==> src/rtl/if_fetch_stage.sv <==
// -----------------------------------------------------------------------------
// if_fetch_stage
// Instruction fetch stage: owns the fetch PC and the IF/ID pipeline register.
// Taken branches redirect the PC and squash IF/ID for FLUSH_BUBBLES cycles.
// Load-use stalls freeze the stage while it is running normally.
//
// Ports
//   clk_i            in   clock, rising edge
//   rst_i            in   synchronous reset, active low
//   pc_plus4_i       in   external adder result (pc_o + 4)
//   instr_i          in   instruction memory read data at pc_o
//   stall_i          in   hold request (load-use hazard)
//   branch_taken_i   in   redirect request
//   branch_target_i  in   redirect address
//   pc_o             out  current fetch PC
//   ifid_pc4_o       out  IF/ID latched PC+4
//   ifid_instr_o     out  IF/ID latched instruction
//   ifid_valid_o     out  IF/ID holds a real instruction
//   misalign_o       out  sticky: a misaligned branch target was seen
//   fetch_cnt_o      out  number of valid instructions latched into IF/ID
//
// state | meaning
// ------+-----------------------------------------------------------
// RUN   | normal fetch; stall_i holds the stage
// FLUSH | post-branch bubbles; PC held, stall_i ignored
// -----------------------------------------------------------------------------
module if_fetch_stage #(
   parameter logic [31:0] RESET_PC      = 32'h0000_0000,
   parameter int          FLUSH_BUBBLES = 1
) (
   input  logic        clk_i,
   input  logic        rst_i,
   input  logic [31:0] pc_plus4_i,
   input  logic [31:0] instr_i,
   input  logic        stall_i,
   input  logic        branch_taken_i,
   input  logic [31:0] branch_target_i,
   output logic [31:0] pc_o,
   output logic [31:0] ifid_pc4_o,
   output logic [31:0] ifid_instr_o,
   output logic        ifid_valid_o,
   output logic        misalign_o,
   output logic [31:0] fetch_cnt_o
);

   typedef enum logic {
      ST_RUN   = 1'b0,
      ST_FLUSH = 1'b1
   } state_t;

   localparam logic [1:0] BUB_RELOAD = 2'(FLUSH_BUBBLES - 1);
   // With a single bubble the redirect cycle itself is the whole flush.
   localparam state_t     BR_STATE   = (FLUSH_BUBBLES > 1) ? ST_FLUSH : ST_RUN;

   state_t      r_state, w_state;
   logic [1:0]  r_bub_cnt, w_bub_cnt;
   logic [31:0] r_pc, w_pc;
   logic [31:0] r_pc4, w_pc4;
   logic [31:0] r_instr, w_instr;
   logic        r_valid, w_valid;
   logic        r_misalign, w_misalign;
   logic [31:0] r_fetch_cnt, w_fetch_cnt;

   always_comb begin
      w_state     = r_state;
      w_bub_cnt   = r_bub_cnt;
      w_pc        = r_pc;
      w_pc4       = r_pc4;
      w_instr     = r_instr;
      w_valid     = r_valid;
      w_misalign  = r_misalign;
      w_fetch_cnt = r_fetch_cnt;

      if (branch_taken_i) begin
         w_pc       = {branch_target_i[31:2], 2'b00};
         w_instr    = 32'h0;
         w_valid    = 1'b0;
         w_bub_cnt  = BUB_RELOAD;
         w_state    = BR_STATE;
         w_misalign = r_misalign | (|branch_target_i[1:0]);
      end else begin
         case (r_state)
            ST_RUN: begin
               if (!stall_i) begin
                  w_pc        = pc_plus4_i;
                  w_pc4       = pc_plus4_i;
                  w_instr     = instr_i;
                  w_valid     = 1'b1;
                  w_fetch_cnt = r_fetch_cnt + 32'd1;
               end
            end
            ST_FLUSH: begin
               w_instr   = 32'h0;
               w_valid   = 1'b0;
               w_bub_cnt = (r_bub_cnt == 2'd0) ? 2'd0 : r_bub_cnt - 2'd1;
               // Leave on the edge where the counter lands on zero.
               w_state   = (r_bub_cnt <= 2'd1) ? ST_RUN : ST_FLUSH;
            end
            default: w_state = ST_RUN;
         endcase
      end
   end

   always_ff @(posedge clk_i) begin
      if (!rst_i) begin
         r_state     <= ST_RUN;
         r_bub_cnt   <= 2'd0;
         r_pc        <= RESET_PC;
         r_pc4       <= 32'h0;
         r_instr     <= 32'h0;
         r_valid     <= 1'b0;
         r_misalign  <= 1'b0;
         r_fetch_cnt <= 32'h0;
      end else begin
         r_state     <= w_state;
         r_bub_cnt   <= w_bub_cnt;
         r_pc        <= w_pc;
         r_pc4       <= w_pc4;
         r_instr     <= w_instr;
         r_valid     <= w_valid;
         r_misalign  <= w_misalign;
         r_fetch_cnt <= w_fetch_cnt;
      end
   end

   assign pc_o         = r_pc;
   assign ifid_pc4_o   = r_pc4;
   assign ifid_instr_o = r_instr;
   assign ifid_valid_o = r_valid;
   assign misalign_o   = r_misalign;
   assign fetch_cnt_o  = r_fetch_cnt;

endmodule

==> config.mk <==
export PLATFORM = sky130hd
export DESIGN_NAME = if_fetch_stage
export DESIGN_NICKNAME = d
export VERILOG_FILES = /design/src/rtl/if_fetch_stage.sv
export SDC_FILE = /design/constraint.sdc
export NUM_CORES = 1
export LEC_CHECK = 0
export ABC_AREA = 1
export BUFFER_PORTS_ARGS = -buffer_cell sky130_fd_sc_hd__buf_2
export CORE_UTILIZATION = 49
export DETAILED_ROUTE_END_ITERATION = 8
export GPL_TIMING_DRIVEN = 0
export PLACE_DENSITY = 0.81
export SYNTH_ARGS = -nofsm -noshare
export SYNTH_HDL_FRONTEND = slang
export SYNTH_SLANG_ARGS = --single-unit
==> constraint.sdc <==
create_clock -name clk_i -period 1.5 [get_ports clk_i]
set_input_delay 0.3 -clock clk_i [delete_from_list [all_inputs] [get_ports clk_i]]
set_output_delay 0.3 -clock clk_i [all_outputs]
set_load 0.01 [all_outputs]
Word level (Yosys, flattened, before mapping)
Cells that the tools add are included.
W data, S select, Z words.
Word-level totals
  register bits: 133
  input bits: 100
  output and inout bits: 130
  logic and storage cells: 36
Operators by class
  add/sub/neg operators: 2
  $lt $le $gt $ge: 1
  equal/unequal tests: 3
  muxes and demuxes: 9
  bitwise gates (word level): 5
  reductions and logical operators: 7
Operators by type and width (number)
  $mux W32: 4
  $pmux W32 S2: 1
  $add A32 B1 Y32 const B: 1
  $ne A2 B2 Y1 const B: 2
  $not A1 Y1: 4
  $reduce_and A2 Y1: 2
  $reduce_or A2 Y1: 2
  $reduce_and A3 Y1: 1
  $reduce_or A3 Y1: 1
  $le A2 B1 Y1 const B: 1
  $logic_not A2 Y1: 1
  $mux W1: 2
  $mux W2: 1
  $ne A2 B1 Y1 const B: 1
  $pmux W1 S2: 1
  $sub A2 B1 Y2 const B: 1
  $or A1 B1 Y1: 1

Depth between registers and ports, before layout
Gate-level depths: netlist (run 1).
  depth in word-level cells: 3
  mapped depth: 10
  gate-level depth less buffers: 9

Worst setup path before layout (run 1)
Ideal clock, no wire load.
  path type: flip-flop to flip-flop
  from: register r_fetch_cnt[1], in the netlist fetch_cnt_o[1]
  to: register r_fetch_cnt[22], in the netlist fetch_cnt_o[22]
  library setup time: 0.128 ns
  data arrival time: 1.305 ns
  required time: 1.372 ns
  setup slack: 0.068 ns
  cell stages (with the launch flop): 9
  path buffers: 0
  clock period less this slack: 1.432 ns
  cells stage by stage: dfxtp_1 -> ha_1 -> inv_1 -> nor2_1 -> nand3_1 -> nor2_1 -> nand3_1 -> nand2_1 -> nor2_1
On the way
  word-level cells in the longest chain between the ends: 1
Ends and longest elaborated chain
  start, declared: RTL line 62  | logic [31:0] r_fetch_cnt, w_fetch_cnt;
  start signal, assigned: RTL line 122  | r_fetch_cnt <= w_fetch_cnt;
  $add A32 B1 Y32: RTL line 89  | w_fetch_cnt = r_fetch_cnt + 32'd1;
Every way passes these cells.
A chain may end at the register's enable or synchronous reset.

Final worst setup path (run 1)
  from: register r_fetch_cnt[6], in the netlist fetch_cnt_o[6]
  to: register r_fetch_cnt[29], in the netlist fetch_cnt_o[29]
The elaborated chain is that of the path after synthesis.

==> run_results.csv, run 1 <==
group,metric,value,unit
placed_design,dpl.hpwl,12.3,mm
logic_synthesis,syn_area,5800,um^2
worst_setup_path,worstSetupPathType,"reg -> reg",
worst_setup_path,cp_slowest_stage_delay,0.38,ns
timing,worst_pin_slew,0.560,ns
worst_setup_path,cp_cell_sequence,"nand2_2 > nor2_1 > nand3_2 > nor2_2 > nand4_1 > nand2_1 > nor2_1",
logic_synthesis,ys_ff_latch,133,
die,fp.dieW,111,um
global_routing,grt_max_degree,17,
logic_synthesis,synth-seq-area-share,0.459,
global_routing,grt_pass1_vias,5827,
clock_network,cts_buffers,17,
logic_synthesis,synth_cells,855,
clock_network,hold_buffers,0,
die,die_area,12300,um^2
die,initial_core_util,0.506,
global_routing,antenna_found_initial,0,
worst_setup_path,slowest_stage,"dfxtp_1",
route,drtAntennaViolNets,0,
finish,syn_to_final_growth,37.0,%
logic_synthesis,synth_nets,956,
route,vias,6159,
power,p_switching,2.03,mW
power,p_sw_frac,0.221,
finish,stdcell_area,7940,um^2
worst_setup_path,reg2reg_depth,7,
logic_synthesis,synth_top_area_cell,"dfxtp_1",
worst_setup_path,r2r_end,"fetch_cnt_o[29]",
power,vdd_drop_max,0.795,mV
power,p_int,7.15,mW
placed_design,gp_congestion,0.895,
clock_network,ctsHtreeMaxLevel,4,
route,wl_per_cell,13.3,um
timing,slew_viol_final,0,
power,comb_power_share,0.087,
power,powerDensity,1160,nW/um^2
timing,worst_slack,0.0800,ns
logic_synthesis,ys_warn_count,0,
status,status,"finished clean",
route,drt-initial-drc-count,507,
worst_setup_path,critical_path.max_fanout,4,
clock_network,clk_path_buf_depth,2,
route,via_per_inst,4.87,
clock_network,clkTransAtPathRegs,0.06,ns
global_routing,grt_usage,0.275,
die,coreArea,11500,um^2
route,drt_wl_total,16.9,mm
clock_network,cts.sinks,133,
min_path,hold_class,"in -> reg",
finish,layout-drive-gt1-share,0.283,
min_path,hp-start,"instr_i[31]",
die,die_h,111,um
timing,max-slew-margin-rel,0.627,
timing,fin_crit,1.42,ns
worst_setup_path,worstPathArrival,1.73,ns
timing,skew,0.00385,ns
global_routing,grt_overflow,0,
finish,instances_no_fill,1265,
placed_design,io_buffers,227,
finish,num-fill-cells,1016,
logic_synthesis,syn_area_per_cell,6.78,um^2
placed_design,placed_area,7110,um^2
timing,finalSetupTns,0,ns
logic_synthesis,synthTopCellsByArea,"dfxtp_1 (46%), inv_1 (11%), nand2_1 (11%), a21oi_1 (6.6%), nor2_1 (6.5%)",
clock_network,root_buffer,"clkbuf_16",
worst_setup_path,regToRegStartpoint,"fetch_cnt_o[6]",
die,rows,39,
logic_synthesis,synth_cell_types,28,
timing,fmax,704,MHz
clock_network,cts_tree,"yes",
timing,setup_viol,0,
placed_design,dp_slack,-0.145,ns
worst_setup_path,crit_top_cell,"nor2_1",
route,drtPass1Iterations,5,
min_path,whs_path_depth,3,
worst_setup_path,rrSetupSlack,0.08,ns
min_path,whs_endpoint,"ifid_instr_o[31]",
global_routing,grt_first_pass_wirelength,27.0,mm
flow_run,cap_violations,0,
die,pin_count,230,
timing,rsz0062_at_grt,"yes",
finish,nets,1210,
timing,period_share,0.947,
worst_setup_path,startpoint_type,"flip-flop",
finish,diodes,0,
worst_setup_path,required,1.81,ns
placed_design,dp_cells,1225,
power,clkPwrFrac,0.506,
timing,hold_viol_final,0,
clock_network,clk_latency,0.41,ns
power,fin_total_pwr,9.18,mW
power,leakage,4.04,nW
power,seq_power_share,0.407,
finish,layout_commonest_cell,"buf_2",
route,drcViolationCount,0,
logic_synthesis,synth_top_area_share,0.459,
worst_setup_path,cp-end-kind,"flip-flop",
finish,final_cell_mix,"buf_2 (235), inv_1 (168), nand2_1 (165)",
-- layer usage --
layer	share of wire	wire length, um	vias up	GRT usage
met5	0	0	-	0
met1	0.42	7070	2723	0.315
met3	0.070	1190	40	0.0804
met2	0.48	8120	241	0.468
met4	0.030	504	0	0.138
li1	-	-	3155	-
-- power groups by stage --
stage          Clock (mW)  Combinational [mW]  Sequential, mW
2_1_floorplan           0               0.345            3.87
3_3_place_gp            0               0.774            3.80
3_5_place_dp            0               0.783            3.80
4_1_cts              4.71               0.798            3.73
5_1_grt              4.88               0.900            3.75
6_report             4.65               0.803            3.73
-- what timing repair did --
action                                  4_1_cts  5_1_grt
buffers inserted                              3        5
pin swaps                                     2        5
endpoints found under the setup margin       42       52
resized for setup                             7       27
-- state kept, by name (all words and copies together), names as in the netlist --
signal and cells:
ifid_pc4_o 32, r_bub_cnt 2, r_state 1, pc_o 32, ifid_valid_o 1, fetch_cnt_o 32
misalign_o 1, ifid_instr_o 32
-- how the worst max path moves through the flow --
stage	start	to	cells after the start
CTS	r_state	fetch_cnt_o[23]	9
global route	fetch_cnt_o[6]	fetch_cnt_o[29]	8
global placement	branch_taken_i	pc_o[23]	7
floorplan	fetch_cnt_o[1]	fetch_cnt_o[22]	8
finish	fetch_cnt_o[6]	fetch_cnt_o[29]	7
detailed placement	branch_taken_i	pc_o[28]	7
-- final cells by class --
cell class	count	area, um^2	area share
repair buffers	235	1200	0.151
flip-flops and latches	133	2680	0.337
clock buffers	23	498	0.0627
well taps	143	179	0.0225
multi-input cells	514	2420	0.305
inverters	172	648	0.0816
clock inverters	9	170	0.0214
plain buffers	36	156	0.0197
-- Yosys cell counts, drive strengths merged --
| library cell | number |
|---|---|
| nand3 | 60 |
| clkbuf | 24 |
| nor2 | 109 |
| xnor2 | 1 |
| o22ai | 1 |
| nor3 | 5 |
| inv | 172 |
| nand3b | 2 |
| nand2 | 170 |
| dfxtp | 133 |
| and2 | 1 |
| a21oi | 77 |
| buf | 12 |
| ha | 1 |
| nand4 | 8 |
| o21ai | 78 |
| o21bai | 1 |
-- worst max-delay path, delay by kind of cell (launching register included) --
| family | cells | cell delay, ns |
|---|---|---|
| and+or+nand+nor | 7 | 0.93 |
| DFF | 1 | 0.38 |
-- per-stage QoR --
step                utilization  hold slack, ns
floorplan                     -           0.435
global placement          0.620           0.449
detailed placement        0.620           0.450
CTS                       0.682           0.116
global route              0.693           0.128
finish                    0.693           0.128
-- cells by family after synthesis --
family,after synthesis,share of synthesized area
fa+ha+maj,1,0.00216
simple gates,355,0.263
xor+xnor,1,0.00151
buf+inv,208,0.138
compound gates,157,0.136
flops,133,0.459
Power figures use the tool's default switching activity.
==> inputs of run 2 (changes only) <==
- RECOVER_POWER: unset -> 25
==> run 2 against run 1 <==
  * Count of clock-buffer cells in the layout is the same
  * Via count is 0.24% higher
  * Final cell count unchanged
  * Largest cell class unchanged
  * Sequential share of layout area unchanged
  * Critical path type unchanged
  * Highest routed layer unchanged
  * Combinational power barely moved
  * First-iteration DRC count did not move
  * Clock skew is 0.0014 ns higher
  * Routed wire length hardly changed
  * Final area stayed put
  * Die area is the same
  * Largest power group unchanged
  * Sequential cell count unchanged
==> run_results.csv, run 2 (synthesized netlist as in run 1, its figures left out) <==
group,metric,value,unit
route,drcViolationCount,0,
finish,nets,1210,
die,pin_count,230,
placed_design,gp_congestion,0.895,
clock_network,cts_buffers,17,
worst_setup_path,slowest_stage,"dfxtp_1",
die,fp.dieW,111,um
worst_setup_path,crit_top_cell,"nor2_1",
finish,layout-drive-gt1-share,0.283,
route,wl_per_cell,13.4,um
min_path,hold_class,"in -> reg",
worst_setup_path,critical_path.max_fanout,4,
route,drtPass1Iterations,5,
timing,slew_viol_final,0,
die,die_area,12300,um^2
global_routing,antenna_found_initial,0,
worst_setup_path,worstSetupPathType,"reg -> reg",
finish,stdcell_area,7940,um^2
timing,worst_slack,0.0752,ns
power,powerDensity,1160,nW/um^2
global_routing,grt_usage,0.275,
clock_network,clk_latency,0.41,ns
worst_setup_path,cp_cell_sequence,"nand2_2 > nor2_1 > nand3_2 > nor2_2 > nand4_1 > nand2_1 > nor2_1",
flow_run,cap_violations,0,
placed_design,dp_cells,1225,
timing,fin_crit,1.42,ns
placed_design,placed_area,7110,um^2
timing,fmax,702,MHz
finish,syn_to_final_growth,37.0,%
placed_design,io_buffers,227,
placed_design,dpl.hpwl,12.3,mm
worst_setup_path,required,1.81,ns
timing,setup_viol,0,
timing,period_share,0.950,
worst_setup_path,startpoint_type,"flip-flop",
timing,skew,0.00528,ns
timing,worst_pin_slew,0.558,ns
finish,instances_no_fill,1265,
finish,diodes,0,
route,drt_wl_total,16.9,mm
clock_network,root_buffer,"clkbuf_16",
global_routing,grt_max_degree,17,
clock_network,clkTransAtPathRegs,0.06,ns
status,status,"finished clean",
die,die_h,111,um
route,drt-initial-drc-count,507,
timing,max-slew-margin-rel,0.628,
finish,final_cell_mix,"buf_2 (235), inv_1 (169), nand2_1 (165)",
timing,hold_viol_final,0,
clock_network,clk_path_buf_depth,2,
clock_network,ctsHtreeMaxLevel,4,
power,fin_total_pwr,9.18,mW
finish,num-fill-cells,1016,
min_path,whs_path_depth,3,
global_routing,grt_pass1_vias,5827,
finish,final_core_util,0.693,
finish,layout_commonest_cell,"buf_2",
die,initial_core_util,0.506,
route,vias,6174,
timing,rsz0062_at_grt,"yes",
clock_network,cts_tree,"yes",
die,rows,39,
clock_network,hold_buffers,0,
global_routing,grt_first_pass_wirelength,27.0,mm
clock_network,cts.sinks,133,
placed_design,dp_slack,-0.145,ns
power,vdd_drop_max,0.792,mV
die,coreArea,11500,um^2
worst_setup_path,worstPathArrival,1.74,ns
route,drtAntennaViolNets,0,
worst_setup_path,cp-end-kind,"flip-flop",
worst_setup_path,reg2reg_depth,7,
worst_setup_path,cp_slowest_stage_delay,0.38,ns
global_routing,grt_overflow,0,
route,via_per_inst,4.88,
power,leakage,4.04,nW
run 2: cell counts in the layout (fill, tap and decap cells not counted):
No cell type changed its count.
run 2: cell type report:
class                           count  area (um^2)  area share
Sequential cell                   133         2680       0.337
Tap cell                          143          179      0.0225
Inverter                          172          648      0.0816
Multi-Input combinational cell    514         2420       0.305
Timing Repair Buffer              235         1200       0.151
Buffer                             36          156      0.0197
Clock inverter                      9          170      0.0214
Clock buffer                       23          498      0.0627
run 2: critical path: cells and delay by family (launching register included):
kind | cells | cell delay, ns
AND/OR/NAND/NOR | 7 | 0.94
flip-flops | 1 | 0.38
run 2: path summary, 6_finish.rpt:
path	to	slack (ns)	start
setup / recovery	fetch_cnt_o[29]	0.08	fetch_cnt_o[6]
hold / removal	ifid_instr_o[31]	0.13	instr_i[31]
setup reg to reg	fetch_cnt_o[29]	0.08	fetch_cnt_o[6]
hold reg to reg	misalign_o	0.46	misalign_o
run 2: power by group:
group	switching, mW	internal (mW)
clock network	1.48	3.16
logic	0.476	0.327
registers	0.0662	3.67
total	2.03	7.15
run 2: per-stage QoR:
stage / TNS (ns) / hold slack, ns
2_1_floorplan: 0 / 0.435
3_3_place_gp: -6.30 / 0.449
3_5_place_dp: -6.49 / 0.450
4_1_cts: 0 / 0.116
5_1_grt: -0.106 / 0.128
6_report: 0 / 0.130
run 2: layer usage:
layer | routed length (um) | GRT usage | up-vias
met5 | 0 | 0 | -
met4 | 486 | 0.138 | 0
met3 | 1230 | 0.0804 | 40
met2 | 8160 | 0.468 | 252
met1 | 7020 | 0.315 | 2731
li1 | - | - | 3151
run 2: timing repair:
| action | 4_1_cts | 5_1_grt |
|---|---|---|
| pin swaps | 2 | 5 |
| cloned | 0 | 0 |
| gates resized for setup | 7 | 27 |
| endpoints found under the setup margin | 42 | 52 |
| buffers inserted | 3 | 5 |
